`config.mk`:
```
export PLATFORM = sky130hd
export DESIGN_NAME = iomem_ram_ctrl
export DESIGN_NICKNAME = d
export VERILOG_FILES = /design/src/rtl/teknofest_pkg.sv /design/src/rtl/iomem_ram_ctrl.sv
export SDC_FILE = /design/constraint.sdc
export NUM_CORES = 1
export LEC_CHECK = 0
export CORE_MARGIN = 1
export CORE_UTILIZATION = 41
export DETAILED_ROUTE_END_ITERATION = 7
export PLACE_DENSITY = 0.86
export SLEW_MARGIN = 0
export SYNTH_ARGS = -nofsm -noshare
export SYNTH_HDL_FRONTEND = slang
export SYNTH_SLANG_ARGS = --single-unit
```
`constraint.sdc`:
```
create_clock -name clk_i -period 2.2 [get_ports clk_i]
set_input_delay 0.44 -clock clk_i [delete_from_list [all_inputs] [get_ports clk_i]]
set_output_delay 0.44 -clock clk_i [all_outputs]
set_load 0.02 [all_outputs]
```
`src/rtl/teknofest_pkg.sv`:
```
// Shared definitions for the iomem RAM controller: FSM encoding and default
// RAM region decode constants.
package teknofest_pkg;

  typedef enum logic [1:0] {
    ST_IDLE   = 2'd0,
    ST_ACCESS = 2'd1,
    ST_WAIT   = 2'd2,
    ST_RESP   = 2'd3
  } ram_state_t;

  localparam logic [31:0] RAM_BASE_ADDR_DEF = 32'h4000_0000;
  localparam logic [31:0] RAM_MASK_ADDR_DEF = 32'h000F_FFFF;

endpackage

```
`src/rtl/iomem_ram_ctrl.sv`:
```
// iomem bus to single-port RAM bridge: decodes the RAM region, issues one RAM
// operation per accepted request and answers with a fixed-latency ready pulse.
module iomem_ram_ctrl
  import teknofest_pkg::*;
#(
  parameter logic [31:0] RAM_BASE_ADDR = RAM_BASE_ADDR_DEF,
  parameter logic [31:0] RAM_MASK_ADDR = RAM_MASK_ADDR_DEF,
  parameter int          RAM_DEPTH     = 131072,
  parameter int          RAM_DELAY     = 16,
  localparam int         AW            = $clog2(RAM_DEPTH),
  localparam int         CW            = $clog2(RAM_DELAY + 1)
) (
  input  logic          clk_i,
  input  logic          rst_ni,
  input  logic          iomem_valid_i,
  input  logic [31:0]   iomem_addr_i,
  input  logic [3:0]    iomem_wstrb_i,
  input  logic [31:0]   iomem_wdata_i,
  output logic          iomem_ready_o,
  output logic [31:0]   iomem_rdata_o,
  output logic          ram_hit_o,
  output logic [AW-1:0] ram_addr_o,
  output logic [3:0]    ram_wr_strb_o,
  output logic [31:0]   ram_wr_data_o,
  output logic          ram_rd_en_o,
  input  logic [31:0]   ram_rd_data_i
);

  // Counter starts at RAM_DELAY-2 so ACCESS + WAIT span RAM_DELAY-1 cycles.
  localparam logic [CW-1:0] CNT_LOAD = CW'(RAM_DELAY - 2);
  localparam logic [CW-1:0] CNT_ONE  = CW'(1);

  ram_state_t    state_reg, state_next;
  logic [CW-1:0] cnt_reg;
  logic [AW-1:0] addr_reg;
  logic [3:0]    strb_reg;
  logic [31:0]   wdata_reg;
  logic [31:0]   rdata_reg;
  logic          first_wait_reg;
  logic          hit;
  logic          is_read;

  assign hit       = iomem_valid_i && ((iomem_addr_i & ~RAM_MASK_ADDR) == RAM_BASE_ADDR);
  assign ram_hit_o = hit;
  assign is_read   = (strb_reg == 4'h0);

  always_ff @(posedge clk_i or negedge rst_ni) begin
    if (!rst_ni) begin
      state_reg <= ST_IDLE;
    end else begin
      state_reg <= state_next;
    end
  end

  always_comb begin
    state_next = state_reg;
    case (state_reg)
      ST_IDLE:   if (hit) state_next = ST_ACCESS;
      ST_ACCESS: state_next = ST_WAIT;
      ST_WAIT: begin
        if (!iomem_valid_i)       state_next = ST_IDLE;
        else if (cnt_reg == CNT_ONE) state_next = ST_RESP;
      end
      ST_RESP:   state_next = ST_IDLE;
      default:   state_next = ST_IDLE;
    endcase
  end

  // Ready is gated by valid so a master that drops valid in RESP sees no pulse.
  always_comb begin
    iomem_ready_o = 1'b0;
    ram_wr_strb_o = 4'h0;
    ram_rd_en_o   = 1'b0;
    case (state_reg)
      ST_ACCESS: begin
        ram_wr_strb_o = strb_reg;
        ram_rd_en_o   = is_read;
      end
      ST_RESP:   iomem_ready_o = iomem_valid_i;
      default: ;
    endcase
  end

  always_ff @(posedge clk_i or negedge rst_ni) begin
    if (!rst_ni) begin
      cnt_reg        <= '0;
      addr_reg       <= '0;
      strb_reg       <= 4'h0;
      wdata_reg      <= 32'h0;
      rdata_reg      <= 32'h0;
      first_wait_reg <= 1'b0;
    end else begin
      first_wait_reg <= (state_reg == ST_ACCESS);
      case (state_reg)
        ST_IDLE: begin
          if (hit) begin
            addr_reg  <= iomem_addr_i[AW+1:2];
            strb_reg  <= iomem_wstrb_i;
            wdata_reg <= iomem_wdata_i;
            cnt_reg   <= CNT_LOAD;
          end
        end
        ST_WAIT: begin
          // RAM read data is valid exactly one cycle after the ACCESS enable.
          if (first_wait_reg && is_read) rdata_reg <= ram_rd_data_i;
          if (!iomem_valid_i)            cnt_reg <= '0;
          else if (cnt_reg != '0)        cnt_reg <= cnt_reg - 1'b1;
        end
        default: ;
      endcase
    end
  end

  assign iomem_rdata_o = rdata_reg;
  assign ram_addr_o    = addr_reg;
  assign ram_wr_data_o = wdata_reg;

endmodule

```
==> results of run 1 <==
synth_stat cells (2+ instances only):
| cell type | number | area share (%) |
|---|---|---|
| dfrtp_1 | 93 | 59 |
| mux2_4 | 50 | 19 |
| mux2_2 | 33 | 9.4 |
| and2_1 | 5 | 0.79 |
| buf_12 | 5 | 2.5 |
| buf_4 | 3 | 0.57 |
| nor3_1 | 3 | 0.38 |
| or2b_1 | 3 | 0.57 |
| a21oi_1 | 2 | 0.25 |
| a2bb2oi_1 | 2 | 0.44 |
| clkbuf_1 | 2 | 0.19 |
| ha_1 | 2 | 0.63 |
| inv_1 | 2 | 0.19 |
| mux2_1 | 2 | 0.57 |
| nor2_1 | 2 | 0.19 |
| nor2b_1 | 2 | 0.32 |
| o31a_1 | 2 | 0.44 |
| o41ai_1 | 2 | 0.44 |
cell type report:
cell class	instances	area [sq um]	share of cell area [%]
Sequential cell	93	2330	37.6
Timing Repair Buffer	199	2010	32.4
Clock buffer	12	155	2.50
Multi-Input combinational cell	128	1510	24.3
Clock inverter	4	31.3	0.505
Tap cell	129	161	2.61
Inverter	2	7.51	0.121
per-layer routing:
layer  routed length, um  global-route usage [%]  part of all wire, %
met2                4620                    33.0                   51
met3                 586                    4.04                  6.5
met4                 101                    5.02                  1.1
met5                   0                       0                    0
met1                3710                    21.7                   41
per-stage QoR:
step                TNS, ns  power, mW
floorplan                 0       1.83
global placement      -3.09       2.07
detailed placement    -4.25       2.08
CTS                       0       3.14
global route              0       3.24
finish                    0       3.10
power by group through the flow:
stage	combinational [mW]	clock [mW]	sequential [mW]
floorplan	0.0545	0	1.78
global placement	0.292	0	1.78
detailed placement	0.302	0	1.78
CTS	0.303	1.10	1.74
global route	0.325	1.17	1.75
finish	0.297	1.06	1.75
cells by family (layout without fill, tap and decap cells):
| group | after synthesis | after routing | share of synthesized area [%] |
|---|---|---|---|
| flops | 93 | 93 | 58.6 |
| mux | 85 | 85 | 28.8 |
| simple gates | 27 | 27 | 5.58 |
| compound gates | 14 | 14 | 2.71 |
| buf+inv | 13 | 217 | 3.59 |
| fa+ha+maj | 2 | 2 | 0.630 |
final timing paths:
check	end	slack, ns	depth (start not counted)
setup / recovery	ram_wr_strb_o[0]	0.08	3
hold / removal	ram_wr_data_o[2]$_DFFE_PN0P_	0.04	1
setup reg to reg	iomem_rdata_o[22]$_DFFE_PN0P_	0.50	4
hold reg to reg	first_wait_reg$_DFF_PN0_	0.49	1
max in group asynchronous	iomem_rdata_o[14]$_DFFE_PN0P_	1.54	2
min in group clk_i	first_wait_reg$_DFF_PN0_	0.49	1
==> out/metrics.csv, run 1 <==
stage,metric,value,unit
run_status,status,"finished, final reports clean",
clock_network,htreeDepth,3,
pwr,p_int,2.41,mW
critical_path,cpPeakStageDelay,0.62,ns
clock_network,cts_buffer_depth,2,
grt,grt_pass1_vias,2922,
logic_synthesis,async_flop_share,100,%
cells_and_area,fin_util,66.4,%
critical_path,cp.required,1.76,ns
placed_design,post-place-ws,-0.289,ns
critical_path,path_class,reg -> out,
sta,final_hold_viol_count,0,
pwr,p_leak,3.00,nW
clock_network,clk_pin_slew,0.10,ns
critical_path,cp_slowest_cell,clkdlybuf4s50_1,
pwr,swShare,22.4,%
critical_path,timing.rr.start,strb_reg[2]$_DFFE_PN0P_,
logic_synthesis,synth_edf_count,0,
critical_path,critical-path-top-delay-family,buffers and inverters,
route,ant_nets,0,
critical_path,arrival,1.68,ns
sta,setup_violations,0,
grt,grt_overflow,0,
critical_path,crit_path_start_kind,flop,
route,first_iter_violations,40,
cells_and_area,insertedDiodeCount,0,
cells_and_area,final_common_cell,clkdlybuf4s50_1,
clock_network,cts_root_buffer,clkbuf_8,
logic_synthesis,synth_cell_types,37,
grt,antenna_found_initial,0,
placed_design,dpl.hpwl,6830,um
clock_network,numClockSinks,93,
cells_and_area,final_nets,538,
grt,track_usage,18.2,%
clock_network,cts_tree,yes,
grt,grt_pass1_wl,14200,um
sta,worst_slack,0.0793,ns
clock_network,cts_resized,5,
logic_synthesis,ys_ff_latch,93,
route,drc,0,
cells_and_area,drive_above_1_share,26.9,%
critical_path,crit_fanout,7,
clock_network,clock_latency,0.34,ns
floorplan,dieArea,10100,sq um
pwr,power_frac_seq,56.3,%
critical_path,crit_path_end_kind,output pin,
sta,period_needed,2.12,ns
route,num_vias,2711,
placed_design,dp.cells,551,
critical_path,crit_path_start,state_reg[1]$_DFFE_PN0P_,
sta,skew,0.0155,ns
pwr,p_comb_share,9.6,%
flow_run,drv_cap,0,
logic_synthesis,yosys_warnings,0,
sta,fin_crit_sh,96.4,%
cells_and_area,fin_area,6200,sq um
sta,fmax,472,MHz
cells_and_area,syn_to_final_growth,56.1,%
pwr,powerDensity,500,nW/um^2
floorplan,die_y,100,um
cells_and_area,instances_no_fill,567,
route,firstDrtPassIters,6,
floorplan,rows,35,
pwr,switching_power,693,uW
hold_path,holdCritPathClass,in -> async,
route,avgRoutedWirePerCell,15.9,um
logic_synthesis,synthCells,234,
logic_synthesis,synth_nets,339,
pwr,ir_worst_vdd,0.364,mV
logic_synthesis,seq_area_frac_synth,58.6,%
floorplan,ioPinCount,191,
logic_synthesis,synth_top_flop_cell,dfrtp_1,
placed_design,place_congestion,0.809,
floorplan,coreArea,9330,sq um
cells_and_area,mostFrequentLayoutCells,"clkdlybuf4s50_1 (181), dfrtp_1 (93), mux2_4 (50), mux2_2 (33), clkbuf_8 (11)",
pwr,clkPwrFrac,34.1,%
clock_network,cts_made_buffers,9,
clock_network,hold_buffers,0,
placed_design,postPlaceCellArea,6000,sq um
sta,worst_hold_slack,0.0443,ns
sta,rsz0062_at_grt,false,
placed_design,placement.io_buffers,187,
cells_and_area,fill_cells,724,
critical_path,cp_num_buf_inv,1,
critical_path,path_cells,nor2b_4 > and2_1 > clkdlybuf4s50_1,
route,via_per_inst,4.78,
sta,slew_violations,0,
logic_synthesis,syn_area,3970,sq um
sta,tightest_slew,0.492,ns
sta,maxSlewHeadroom,67.2,%
floorplan,start_util,42.5,%
logic_synthesis,syn_avg_cell_area,17.0,sq um
clock_network,cts_setup_buffers,0,
floorplan,die_width,100,um
grt,grt_max_degree,45,
route,drt_wl_total,9020,um
Power figures use the tool's default switching activity.
==> run 2: changes to the inputs <==
- CTS_CLUSTER_DIAMETER: not set -> 30
==> results of run 2 <==
Same layout as run 1: the final DEF is identical, and so are final timing and power.
